[src/rtl/dose_scheduler_if.sv]
// Dispense handshake between the dose scheduler (master) and the dispenser
// motor controller (slave): level request, slot number, level acknowledge.
interface dose_scheduler_if #(
    parameter int SW = 2
);
    logic          dispense_req;
    logic [SW-1:0] dispense_slot;
    logic          dispense_ack;

    modport master (
        output dispense_req,
        output dispense_slot,
        input  dispense_ack
    );

    modport slave (
        input  dispense_req,
        input  dispense_slot,
        output dispense_ack
    );
endinterface

[src/rtl/dose_scheduler.sv]
// Dose scheduler: matches the time of day against programmable dose slots and
// drives a req/ack dispense handshake with timeout, retry and missed-dose alarm.
module dose_scheduler #(
    parameter  int NUM_SLOTS   = 4,
    parameter  int ACK_TIMEOUT = 10,
    parameter  int MAX_RETRY   = 2,
    localparam int SW          = (NUM_SLOTS > 1) ? $clog2(NUM_SLOTS) : 1
) (
    input  logic                 CLOCK_50,
    input  logic                 reset,
    input  logic                 second_pulse,
    input  logic [4:0]           hours,
    input  logic [5:0]           minutes,
    input  logic [5:0]           seconds,
    input  logic                 set_mode,
    input  logic                 prog_we,
    input  logic [SW-1:0]        prog_slot,
    input  logic [4:0]           prog_hours,
    input  logic [5:0]           prog_minutes,
    input  logic                 prog_enable,
    dose_scheduler_if.master     disp,
    input  logic                 alarm_clr,
    output logic [NUM_SLOTS-1:0] alarm,
    output logic [NUM_SLOTS-1:0] pending,
    output logic                 busy
);

    localparam int TW = (ACK_TIMEOUT > 0) ? $clog2(ACK_TIMEOUT + 1) : 1;
    localparam int RW = (MAX_RETRY > 0) ? $clog2(MAX_RETRY + 1) : 1;

    typedef enum logic [1:0] {
        S_IDLE,
        S_REQ,
        S_RETRY,
        S_RELEASE
    } state_t;

    state_t               state, state_nxt;
    logic                 tick_d;
    logic [4:0]           slot_h [NUM_SLOTS];
    logic [5:0]           slot_m [NUM_SLOTS];
    logic [NUM_SLOTS-1:0] slot_en;
    logic [SW-1:0]        cur_slot, slot_nxt;
    logic [TW-1:0]        tmo_cnt, tmo_nxt;
    logic [RW-1:0]        retry_cnt, retry_nxt;

    logic [NUM_SLOTS-1:0] match;
    logic [NUM_SLOTS-1:0] serve_clr;
    logic [NUM_SLOTS-1:0] prog_clr;
    logic [NUM_SLOTS-1:0] alarm_set;
    logic [NUM_SLOTS-1:0] pending_nxt;
    logic [NUM_SLOTS-1:0] alarm_nxt;
    logic [SW-1:0]        first_slot;

    // The time counters settle one cycle after the strobe, so matching uses tick_d.
    always_comb begin
        match = '0;
        for (int i = 0; i < NUM_SLOTS; i++) begin
            match[i] = tick_d && !set_mode && slot_en[i] &&
                       (hours == slot_h[i]) && (minutes == slot_m[i]) &&
                       (seconds == 6'd0);
        end
    end

    always_comb begin
        first_slot = '0;
        for (int i = NUM_SLOTS - 1; i >= 0; i--) begin
            if (pending[i]) first_slot = SW'(i);
        end
    end

    // The slot owned by an active handshake keeps its pending bit across a rewrite.
    always_comb begin
        prog_clr = '0;
        for (int i = 0; i < NUM_SLOTS; i++) begin
            if (prog_we && (prog_slot == SW'(i)) &&
                !((state != S_IDLE) && (cur_slot == SW'(i))))
                prog_clr[i] = 1'b1;
        end
    end

    // NOTE: every signal driven here gets a default first, so no path can infer a latch.
    always_comb begin
        state_nxt = state;
        slot_nxt  = cur_slot;
        tmo_nxt   = tmo_cnt;
        retry_nxt = retry_cnt;
        serve_clr = '0;
        alarm_set = '0;
        case (state)
            S_IDLE: begin
                if ((pending != '0) && !set_mode) begin
                    state_nxt = S_REQ;
                    slot_nxt  = first_slot;
                    tmo_nxt   = '0;
                    retry_nxt = '0;
                end
            end
            S_REQ: begin
                if (disp.dispense_ack) begin
                    serve_clr[cur_slot] = 1'b1;
                    state_nxt           = S_RELEASE;
                end else if (tmo_cnt == TW'(ACK_TIMEOUT)) begin
                    if (retry_cnt < RW'(MAX_RETRY)) begin
                        retry_nxt = retry_cnt + 1'b1;
                        state_nxt = S_RETRY;
                    end else begin
                        alarm_set[cur_slot] = 1'b1;
                        serve_clr[cur_slot] = 1'b1;
                        state_nxt           = S_IDLE;
                    end
                end else if (second_pulse) begin
                    tmo_nxt = tmo_cnt + 1'b1;
                end
            end
            S_RETRY: begin
                tmo_nxt   = '0;
                state_nxt = S_REQ;
            end
            S_RELEASE: begin
                if (!disp.dispense_ack) state_nxt = S_IDLE;
            end
            default: state_nxt = S_IDLE;
        endcase

        // A fresh match beats any clear of the same bit; a new alarm beats alarm_clr.
        pending_nxt = (pending & ~(serve_clr | prog_clr)) | match;
        alarm_nxt   = (alarm_clr ? '0 : alarm) | alarm_set;
    end

    assign disp.dispense_req  = (state == S_REQ);
    assign disp.dispense_slot = cur_slot;
    assign busy               = (state != S_IDLE);

    always_ff @(posedge CLOCK_50) begin
        if (reset) begin
            state <= S_IDLE;
        end else begin
            state <= state_nxt;
        end
    end

    // NOTE: sequential state uses non-blocking assignments only, so every flop sees pre-edge values.
    always_ff @(posedge CLOCK_50) begin
        if (reset) begin
            tick_d    <= 1'b0;
            cur_slot  <= '0;
            tmo_cnt   <= '0;
            retry_cnt <= '0;
            pending   <= '0;
            alarm     <= '0;
        end else begin
            tick_d    <= second_pulse;
            cur_slot  <= slot_nxt;
            tmo_cnt   <= tmo_nxt;
            retry_cnt <= retry_nxt;
            pending   <= pending_nxt;
            alarm     <= alarm_nxt;
        end
    end

    // NOTE: the slot table is a handful of flops, not RAM, and is reset so no stale slot is armed.
    always_ff @(posedge CLOCK_50) begin
        if (reset) begin
            slot_en <= '0;
            for (int i = 0; i < NUM_SLOTS; i++) begin
                slot_h[i] <= '0;
                slot_m[i] <= '0;
            end
        end else begin
            for (int i = 0; i < NUM_SLOTS; i++) begin
                if (prog_we && (prog_slot == SW'(i))) begin
                    slot_h[i]  <= prog_hours;
                    slot_m[i]  <= prog_minutes;
                    slot_en[i] <= prog_enable;
                end
            end
        end
    end

endmodule

[src/flat_wrapper.sv]
// flat-port wrapper written by rule: the top's interface ports become plain ports
module dose_scheduler_flat 
#(
    parameter  int NUM_SLOTS   = 4,
    parameter  int ACK_TIMEOUT = 10,
    parameter  int MAX_RETRY   = 2,
    localparam int SW          = (NUM_SLOTS > 1) ? $clog2(NUM_SLOTS) : 1
)
  (CLOCK_50, reset, second_pulse, hours, minutes, seconds, set_mode, prog_we, prog_slot, prog_hours, prog_minutes, prog_enable, alarm_clr, alarm, pending, busy, disp_dispense_req, disp_dispense_slot, disp_dispense_ack);
  dose_scheduler_if #(.SW((2))) disp_i ();
  input  logic CLOCK_50;
  input  logic reset;
  input  logic second_pulse;
  input  logic [4:0] hours;
  input  logic [5:0] minutes;
  input  logic [5:0] seconds;
  input  logic set_mode;
  input  logic prog_we;
  input  logic [SW-1:0] prog_slot;
  input  logic [4:0] prog_hours;
  input  logic [5:0] prog_minutes;
  input  logic prog_enable;
  input  logic alarm_clr;
  output logic [NUM_SLOTS-1:0] alarm;
  output logic [NUM_SLOTS-1:0] pending;
  output logic busy;
  output wire logic [$bits(disp_i.dispense_req)-1:0] disp_dispense_req;
  output wire logic [$bits(disp_i.dispense_slot)-1:0] disp_dispense_slot;
  input wire logic [$bits(disp_i.dispense_ack)-1:0] disp_dispense_ack;
  assign disp_dispense_req = disp_i.dispense_req;
  assign disp_dispense_slot = disp_i.dispense_slot;
  assign disp_i.dispense_ack = disp_dispense_ack;
  dose_scheduler #(.NUM_SLOTS(NUM_SLOTS), .ACK_TIMEOUT(ACK_TIMEOUT), .MAX_RETRY(MAX_RETRY)) u_core (.CLOCK_50(CLOCK_50), .reset(reset), .second_pulse(second_pulse), .hours(hours), .minutes(minutes), .seconds(seconds), .set_mode(set_mode), .prog_we(prog_we), .prog_slot(prog_slot), .prog_hours(prog_hours), .prog_minutes(prog_minutes), .prog_enable(prog_enable), .disp(disp_i), .alarm_clr(alarm_clr), .alarm(alarm), .pending(pending), .busy(busy));
endmodule
[config.mk]
export PLATFORM = sky130hd
export DESIGN_NAME = dose_scheduler_flat
export DESIGN_NICKNAME = d
export VERILOG_FILES = /design/src/rtl/dose_scheduler_if.sv /design/src/rtl/dose_scheduler.sv /design/src/flat_wrapper.sv
export SDC_FILE = /design/constraint.sdc
export NUM_CORES = 1
export LEC_CHECK = 0
export ABC_CLOCK_PERIOD_IN_PS = 2550
export BUFFER_PORTS_ARGS = -buffer_cell sky130_fd_sc_hd__buf_2
export CORE_MARGIN = 3
export CORE_UTILIZATION = 45
export DETAILED_ROUTE_END_ITERATION = 16
export PLACE_DENSITY = 0.62
export SETUP_SLACK_MARGIN = 0.3
export SLEW_MARGIN = 10
export SYNTH_ARGS = -nofsm -noshare
export SYNTH_HDL_FRONTEND = slang
export SYNTH_SLANG_ARGS = --single-unit
[constraint.sdc]
create_clock -name CLOCK_50 -period 2.55 [get_ports CLOCK_50]
set_clock_uncertainty 0.2 [all_clocks]
set_input_delay 0.255 -clock CLOCK_50 [delete_from_list [all_inputs] [get_ports CLOCK_50]]
set_output_delay 0.255 -clock CLOCK_50 [all_outputs]
set_load 0.1 [all_outputs]
==> results.yml <==
status:
  status: "finished clean"
worst_setup_path:
  crit_path_end_kind: "output port"
  path_max_fanout: 9
  worstSetupStartpointType: "flop"
  r2r-start: "u_core.tmo_cnt[0]"
  reg2regPathDepth: 6
  cp.arrival_ps: 1640
  startpoint: "u_core.state[0]"
  criticalPathCategory: "flop to output port"
  r2r_slack_ps: 460
  worstPathRequired_ps: 2100
clocking:
  htree_levels: 3
  clock_path_buffers: 2
  cts_tree: "done"
  cts_setup_buffers: 0
  cts.clk_slew.worst_paths_ps: 70
  cts.sinks: 67
  root_buffer: "clkbuf_8"
  insertion_delay_ps: 330
  cts_buffers: 9
synthesis:
  ys_types: 41
  synth.avg_cell_area_um2: 11.0
  synth_enable_flop_cells: 44
  synth_area_um2: 3350
  synth_top_area_share: 0.395
  yosysSeqAreaShare: 0.532
  yosys-top-cells-count: "44 x and2_1, 44 x edfxtp_1, 44 x xnor2_1"
  synth_ff_type: "edfxtp_1"
  yosys_warnings: 0
  synth_top_area_cell: "edfxtp_1"
  synth_seq_cells: 67
  postSynthCellCount: 303
  synth_fp_nets: 343
  async_reset_ff_frac: 0
  synth_area_leaders: "edfxtp_1 39%, dfxtp_1 14%, xnor2_1 12%"
placement:
  io_buffers: 49
  place_area_um2: 3680
  hpwl_um: 5170
  place.gp.congestion: 0.788
  dp_cells: 433
cells_and_area:
  diodes: 0
  area_delta_synth_final_pct: 15.3
  layout.nets: 389
  fin_area_um2: 3860
  final_cells: 450
  drive_above_1_share: 0.218
global_routing:
  globalRouteOverflowTotal: 0
  grt_pass1_wl_um: 11400
  track_usage: 0.177
  antenna_found_initial: 0
  grt_pass1_vias: 2230
  grt.met2_usage: 0.281
  grt_max_degree: 35
  grt_use_met1: 0.241
  use_met3: 0.0345
  grt.busiest_layer: "met2"
sta:
  rsz0062_at_grt: "false"
  slew_violations: 0
  fin_crit_sh: 0.822
  tightest_slew_ps: 702
  finalSetupTns_ps: 0
  min_period_ps: 2100
  fmax_ghz: 0.477
  worst_slew_margin_rel: 0.530
  setup_viol: 0
  hold_viol_final: 0
die:
  ioPinCount: 50
  die_w_um: 92.2
  die_area_um2: 8510
  start_util: 0.477
  die_height_um: 92.2
  core_area_um2: 7020
  rows: 30
hold_path:
  hold_path_class: "primary input to flop"
  whs_path_depth: 3
  hp-start: "alarm_clr"
routing:
  wl_um: 7050
  vias_per_cell: 5.11
  drc: 0
  final_antenna_net_count: 0
  vias: 2299
  wl_per_cell_um: 15.7
  firstDrtPassIters: 4
  drtIter0Drc: 79
power:
  p_per_area_nw_per_um2: 575
  ir_worst_vdd_v: 0.000313
  p_leak_nw: 1.41
flow_run:
  cap_violations: 0
[report_power, final]
group / total (mW) / internal (mW) / switching, mW
Sequential: 1.24 / 1.21 / 0.0236
Clock: 0.769 / 0.373 / 0.396
Combinational: 0.214 / 0.101 / 0.114
Total: 2.22 / 1.69 / 0.533
[worst max-delay path, stage by stage, from the launching register on]
cell and delay [ps]:
dfxtp_1 480, nand2b_1 330, inv_1 160, clkbuf_4 340
[area by class of cell]
type | count | area, µm²
Clock inverter | 5 | 28.8
Multi-Input combinational cell | 210 | 1470
Timing Repair Buffer | 56 | 303
Fill cell | 640 | 3160
Tap cell | 96 | 120
Clock buffer | 11 | 141
Sequential cell | 67 | 1780
Inverter | 5 | 18.8
[cells in the final DEF (no fill, tap or decap), drive strengths merged, types with 2 or more instances in the layout]
cell	n
a21oi	10
and2	44
buf	54
clkbuf	12
clkinv	3
clkinvlp	2
dfxtp	23
edfxtp	44
ha	2
inv	5
mux2i	6
nand2	6
nand2b	13
nand3	4
nand3b	3
nand4	12
nor2	18
nor2b	6
nor3	8
nor3b	4
nor4	4
o21a	3
o21ai	2
o21bai	2
o31ai	4
or4	3
xnor2	44
[layer usage]
| layer | vias up | wire length, µm |
|---|---|---|
| met3 | 14 | 318 |
| li1 | 1139 | - |
| met4 | 0 | 111 |
| met5 | - | 0 |
| met1 | 1081 | 3290 |
| met2 | 65 | 3330 |
[kinds of logic after synthesis]
kind of cell | count (synthesis) | synth area share
xor+xnor | 44 | 0.115
simple gates | 130 | 0.237
mux | 7 | 0.0213
flops | 67 | 0.532
compound gates | 27 | 0.0568
buf+inv | 26 | 0.0295
fa+ha+maj | 2 | 0.00748
[timing repair]
action                                  CTS  global route
endpoints found under the setup margin    0             1
hold buffers                              1             0
resized for setup                         0             1
hold endpoints to repair                  1             0
[final timing paths]
check,to
worst max register to register,u_core.tmo_cnt[1]
worst min register to register,u_core.alarm[2]
worst max-delay path,disp_dispense_req
worst min-delay path,u_core.alarm[3]
[sequential cells by signal, indices dropped and copies added, names as in the netlist]
name                       cells
u_core.slot_m                 24
u_core.slot_h                 20
u_core.alarm                   4
u_core.pending                 4
u_core.slot_en                 4
u_core.tmo_cnt                 4
u_core.disp.dispense_slot      2
u_core.retry_cnt               2
u_core.state                   2
u_core.tick_d                  1
[per-stage QoR]
step | hold slack, ps | power (mW) | setup WS, ps | util
2_1_floorplan | 183 | 1.39 | 348 | -
3_3_place_gp | 260 | 1.47 | 505 | 0.524
5_1_grt | 23.7 | 2.32 | 368 | 0.550
6_report | 26.2 | 2.22 | 455 | 0.550
3_5_place_dp | 265 | 1.48 | 475 | 0.524
4_1_cts | 15.6 | 2.24 | 368 | 0.550
Note: power is estimated with default switching activity, not from simulation.
